===== src/rtl/execute_stage.sv =====
// rtl/execute_stage.sv - execute stage: single-cycle ALU, LOAD/STORE address add, 16-step shift-add MUL
module execute_stage #(
  parameter logic [3:0] LOAD  = 4'b1100,
  parameter logic [3:0] STORE = 4'b1110,
  parameter logic [3:0] NOP   = 4'b1111,
  parameter logic [3:0] MUL   = 4'b1000
) (
  input  logic        clk,
  input  logic        reset,
  input  logic [3:0]  control_id,
  input  logic [15:0] operand_a_id,
  input  logic [15:0] operand_b_id,
  input  logic [15:0] store_data_id,
  input  logic [4:0]  dest_reg_index_id,
  input  logic        dest_reg_write_en_id,
  input  logic        flush_id,
  output logic [3:0]  control_ex,
  output logic [15:0] result_ex,
  output logic [15:0] reg_data_ex,
  output logic [4:0]  dest_reg_index_ex,
  output logic        dest_reg_write_en_ex,
  output logic [2:0]  flags_ex,
  output logic        stall_ex
);

  typedef enum logic {IDLE, MUL_BUSY} state_t;

  state_t      state;
  logic [15:0] mcand;
  logic [15:0] mplier;
  logic [15:0] acc;
  logic [3:0]  count;
  logic [4:0]  mul_dest;
  logic        mul_we;

  logic [15:0] alu_res;
  logic        alu_carry;
  logic [16:0] sum17;
  logic [15:0] step_acc;

  assign sum17 = {1'b0, operand_a_id} + {1'b0, operand_b_id};

  always_comb begin
    alu_res   = 16'h0000;
    alu_carry = 1'b0;
    case (control_id)
      4'b0000: begin alu_res = sum17[15:0]; alu_carry = sum17[16]; end
      4'b0001: begin alu_res = operand_a_id - operand_b_id; alu_carry = operand_a_id < operand_b_id; end
      4'b0010: alu_res = operand_a_id & operand_b_id;
      4'b0011: alu_res = operand_a_id | operand_b_id;
      4'b0100: alu_res = operand_a_id ^ operand_b_id;
      4'b0101: alu_res = ~operand_a_id;
      4'b0110: alu_res = operand_a_id << operand_b_id[3:0];
      4'b0111: alu_res = operand_a_id >> operand_b_id[3:0];
      default: alu_res = 16'h0000;
    endcase
  end

  // One shift-add step; on the last count this is the final product.
  assign step_acc = acc + (mplier[count] ? (mcand << count) : 16'h0000);

  assign stall_ex = !reset && !flush_id &&
                    (((state == IDLE) && (control_id == MUL)) ||
                     ((state == MUL_BUSY) && (count != 4'd15)));

  always_ff @(posedge clk) begin
    if (reset) begin
      state                <= IDLE;
      count                <= 4'd0;
      acc                  <= 16'h0000;
      mcand                <= 16'h0000;
      mplier               <= 16'h0000;
      mul_dest             <= 5'd0;
      mul_we               <= 1'b0;
      control_ex           <= NOP;
      result_ex            <= 16'h0000;
      reg_data_ex          <= 16'h0000;
      dest_reg_index_ex    <= 5'd0;
      dest_reg_write_en_ex <= 1'b0;
      flags_ex             <= 3'b000;
    end else if (flush_id) begin
      state                <= IDLE;
      count                <= 4'd0;
      control_ex           <= NOP;
      dest_reg_write_en_ex <= 1'b0;
    end else begin
      case (state)
        IDLE: begin
          if (control_id == MUL) begin
            mcand                <= operand_a_id;
            mplier               <= operand_b_id;
            acc                  <= 16'h0000;
            count                <= 4'd0;
            mul_dest             <= dest_reg_index_id;
            mul_we               <= dest_reg_write_en_id;
            state                <= MUL_BUSY;
            control_ex           <= NOP;
            dest_reg_write_en_ex <= 1'b0;
          end else if (control_id[3] == 1'b0) begin
            control_ex           <= control_id;
            result_ex            <= alu_res;
            flags_ex             <= {alu_carry, alu_res[15], alu_res == 16'h0000};
            dest_reg_index_ex    <= dest_reg_index_id;
            dest_reg_write_en_ex <= dest_reg_write_en_id;
          end else if ((control_id == LOAD) || (control_id == STORE)) begin
            control_ex           <= control_id;
            result_ex            <= sum17[15:0];
            reg_data_ex          <= store_data_id;
            dest_reg_index_ex    <= dest_reg_index_id;
            dest_reg_write_en_ex <= dest_reg_write_en_id;
          end else begin
            control_ex           <= NOP;
            dest_reg_write_en_ex <= 1'b0;
          end
        end
        MUL_BUSY: begin
          acc   <= step_acc;
          count <= count + 4'd1;
          if (count == 4'd15) begin
            state                <= IDLE;
            count                <= 4'd0;
            control_ex           <= MUL;
            result_ex            <= step_acc;
            flags_ex             <= {1'b0, step_acc[15], step_acc == 16'h0000};
            dest_reg_index_ex    <= mul_dest;
            dest_reg_write_en_ex <= mul_we;
          end else begin
            control_ex           <= NOP;
            dest_reg_write_en_ex <= 1'b0;
          end
        end
        default: state <= IDLE;
      endcase
    end
  end

endmodule


===== config.mk =====
export PLATFORM = sky130hd
export DESIGN_NAME = execute_stage
export DESIGN_NICKNAME = d
export VERILOG_FILES = /design/src/rtl/execute_stage.sv
export SDC_FILE = /design/constraint.sdc
export NUM_CORES = 1
export LEC_CHECK = 0
export BUFFER_PORTS_ARGS = -buffer_cell sky130_fd_sc_hd__buf_2
export CORE_UTILIZATION = 25
export DETAILED_ROUTE_END_ITERATION = 8
export GPL_TIMING_DRIVEN = 0
export PLACE_DENSITY = 0.42
export SLEW_MARGIN = 30
export SYNTH_ARGS = -nofsm -noshare
export SYNTH_HDL_FRONTEND = slang
export SYNTH_SLANG_ARGS = --single-unit

===== constraint.sdc =====
create_clock -name clk -period 4.05 [get_ports clk]
set_clock_uncertainty 0.2 [all_clocks]
set_input_delay 0 -clock clk [delete_from_list [all_inputs] [get_ports clk]]
set_output_delay 0 -clock clk [all_outputs]
set_load 0.005 [all_outputs]

==> flow_summary.yaml <==
run_status:
  outcome: "finished clean"
run:
  max-cap-violations: 0
setup_path:
  crit_path_start: "count[0]$_SDFFE_PP0N_"
  path_common_cell: "mux4_2"
  worstRegToRegCells: 14
  r2r_setup_slack_ns: 0.02
  slowest_delay_ns: 0.55
  worstSetupEndpoint: "flags_ex[0]$_SDFFE_PP0P_"
  cp.required_ns: 4.15
  path_class: "reg2reg"
  crit_slowest_cell: "mux4_2"
  crit_buf_inv: 2
  worst-path-stages: 14
  startpoint_type: "register"
  path_delay_family: "simple AND/OR/NAND/NOR gates"
  cp_cell_sequence: "buf_6, buf_4, mux4_2, mux4_2, and2_4, ha_4, and3_4, a31oi_2, xnor2_2, or4_4, nor4_2, and4_1, a32oi_2, o21ai_1"
  r2r_end: "flags_ex[0]$_SDFFE_PP0P_"
  critPathCaptureType: "register"
  path_max_fanout: 6
  crit-reg2reg-launch: "count[0]$_SDFFE_PP0N_"
  crit_arrival_ns: 4.13
placement:
  io_buffers: 106
  gp_congestion: 0.979
  dp.cells: 1891
  place_area_um2: 11100
  dp_hpwl_mm: 35.4
timing:
  maxClockFrequency_mhz: 248
  tightest_slew_ns: 0.892
  finalSetupTns_ns: 0
  maxSlewHeadroom: 0.401
  drv_slew: 0
  final-setup-viol-count: 0
  rsz0062_at_grt: "yes"
  min_period_ns: 4.03
  hold_violations: 0
  fin_crit_sh: 0.996
power:
  p_sw_frac: 0.370
  power_switching_uw: 1090
  ir_drop_v: 0.000162
  total_leakage_power_uw: 0.00490
  p_seq_frac: 0.362
  p_per_area_nw_per_um2: 237
  clkPwrFrac: 0.312
  p_int_uw: 1860
  p_comb_frac: 0.325
floorplan:
  die_h_um: 200
  ioPinCount: 107
  die_w_um: 200
  core_um2: 38700
  fp-row-count: 72
  start_util: 0.254
  die_area_um2: 40100
clock_network:
  cts-root-buf: "clkbuf_16"
  clockBufferDepth: 2
  cts_tree: "done"
  clkTransAtPathRegs_ns: 0.09
  cts_buffers: 9
  insertion_delay_ns: 0.37
  clock_sinks: 104
  cts_htree_levels: 3
synth:
  yosysUniqueCellTypes: 87
  synth_cells: 1264
  synthArstFlopShare: 0
  yosysSeqAreaShare: 0.212
  synth_nets: 1396
  synth_warnings: 0
  syn_area_um2: 9840
  synth_edf_count: 0
  synth_flop_cell: "dfxtp_1"
  yosys_register_bits: 104
  avgSynthCellArea_um2: 7.78
layout:
  final_util: 0.321
  syn_to_final_growth_pct: 26.3
  fin_cells: 1977
  final_common_cell: "nand2_1"
  layout_common_cells: "176 x nand2_1, 124 x a21oi_1, 119 x buf_2"
  antenna_cells: 0
  drive_gt1_frac: 0.207
  post-route-cell-area_um2: 12400
  final_nets: 1586
route:
  wl_per_cell_um: 22.5
  finalWirelength_mm: 44.5
  dr.pass1.iters: 8
  routed_via_density: 5.42
  num_vias: 10700
  drt-initial-drc-count: 959
  drtAntennaViolNets: 0
  drcViolationCount: 0
hold_path:
  hold_path.class: "in2reg"
global_routing:
  antenna_found_initial: 2
  overflow: 0
  grt_usage: 0.217
  grt_pass1_vias: 10200
  grt_pass1_wl_mm: 65.9
  grt_max_degree: 23
[flip-flops by register name, summed over array words and instances, names as in the netlist]
register	count
state	1
mul_we	1
dest_reg_index_ex	5
flags_ex	3
mplier	16
mul_dest	5
count	4
acc	16
dest_reg_write_en_ex	1
result_ex	16
reg_data_ex	16
control_ex	4
mcand	16
[per-stage QoR]
stage	hold slack, ns	power (µW)	setup WS, ns
finish	0.110	2950	0.0163
CTS	0.112	2950	-0.00154
floorplan	-0.0641	1630	0.0361
global route	0.135	3070	-0.106
detailed placement	0.0477	1980	-0.827
global placement	0.0437	1980	-0.838
[per-layer routing]
| layer | vias up | GRT usage | part of all wire |
|---|---|---|---|
| met5 | - | 0 | 0 |
| met4 | 0 | 0.0916 | 0.044 |
| met3 | 88 | 0.0363 | 0.061 |
| met2 | 384 | 0.340 | 0.45 |
| met1 | 5216 | 0.294 | 0.45 |
| li1 | 5020 | - | - |
[area by class of cell]
type	instances	area, µm²
fill	4311	26300
multi-input combinational	1009	7490
sequential	104	2080
timing repair buffer	182	1240
tap	518	648
buffer	92	433
clock buffer	9	225
inverter	56	214
clock inverter	7	91.3
[kinds of logic (layout without fill, tap and decap cells)]
family	count (synthesis)	after routing	synth area share
fa+ha+maj	71	71	0.0926
simple gates	447	447	0.216
buf+inv	151	346	0.0631
compound gates	371	371	0.252
flops	104	104	0.212
mux	87	87	0.136
xor+xnor	33	33	0.0294
[cells in the mapped netlist, types with 8 or more instances]
| master | n | area, µm² |
|---|---|---|
| nor4_1 | 12 | 75.1 |
| o22ai_1 | 18 | 113 |
| a21oi_1 | 131 | 656 |
| dfxtp_1 | 104 | 2080 |
| and2_1 | 12 | 75.1 |
| nand2b_1 | 13 | 81.3 |
| nand3_1 | 13 | 65.1 |
| mux2_2 | 13 | 146 |
| o21ai_0 | 40 | 200 |
| mux4_2 | 35 | 788 |
| mux2i_1 | 32 | 320 |
| and3_1 | 12 | 75.1 |
| buf_2 | 10 | 50.1 |
| inv_1 | 52 | 195 |
| or3_1 | 8 | 50.1 |
| clkbuf_1 | 71 | 267 |
| nand4_1 | 8 | 50.1 |
| a31oi_1 | 12 | 75.1 |
| xnor2_1 | 23 | 201 |
| ha_1 | 68 | 851 |
| nor2_1 | 101 | 379 |
| a22o_1 | 9 | 78.8 |
| nand2_1 | 177 | 664 |
| a22oi_1 | 11 | 82.6 |
| o211ai_1 | 9 | 67.6 |
| a21o_1 | 14 | 105 |
| o21bai_1 | 8 | 60.1 |
| xor2_1 | 10 | 87.6 |
| a221oi_1 | 10 | 87.6 |
| a211oi_1 | 34 | 255 |
| nor2b_1 | 22 | 138 |
| nor3_1 | 31 | 155 |
[worst min-delay path by stage]
stage | slack (ns) | end | cells after the start | startpoint
floorplan | -0.06 | dest_reg_write_en_ex$_SDFF_PP0_ | 2 | dest_reg_write_en_id
global placement | 0.04 | reg_data_ex[10]$_SDFFE_PP0P_ | 3 | store_data_id[10]
detailed placement | 0.05 | reg_data_ex[2]$_SDFFE_PP0P_ | 3 | store_data_id[2]
CTS | 0.11 | mcand[4]$_SDFFE_PP0P_ | 4 | operand_a_id[4]
global route | 0.13 | mcand[4]$_SDFFE_PP0P_ | 4 | operand_a_id[4]
finish | 0.11 | mcand[4]$_SDFFE_PP0P_ | 4 | operand_a_id[4]
[power by group through the flow]
| stage | clock network [µW] | registers (µW) | logic (µW) |
|---|---|---|---|
| 2_1_floorplan | 0 | 1090 | 542 |
| 3_3_place_gp | 0 | 1090 | 888 |
| 3_5_place_dp | 0 | 1090 | 887 |
| 4_1_cts | 952 | 1070 | 928 |
| 5_1_grt | 980 | 1070 | 1020 |
| 6_report | 921 | 1070 | 959 |
[worst reg2reg max path, delay by kind of cell (launching register included)]
family | cells | cell delay (ns)
and+or+nand+nor | 5 | 1.33
muxes | 2 | 1.06
DFF | 1 | 0.34
adders and majority gates | 1 | 0.31
AOI/OAI and AO/OA | 3 | 0.30
buffers and inverters | 2 | 0.26
xor gates and xnor gates | 1 | 0.19
[repair_timing]
action                     4_1_cts  5_1_grt
pin swaps                       19       16
setup endpoints to repair       17       10
cloned                           0        0
hold buffers                    50        2
hold endpoints to repair        54        2
buffers inserted                14        7
gates resized for setup         41       48
(Power assumes the default switching activity.)
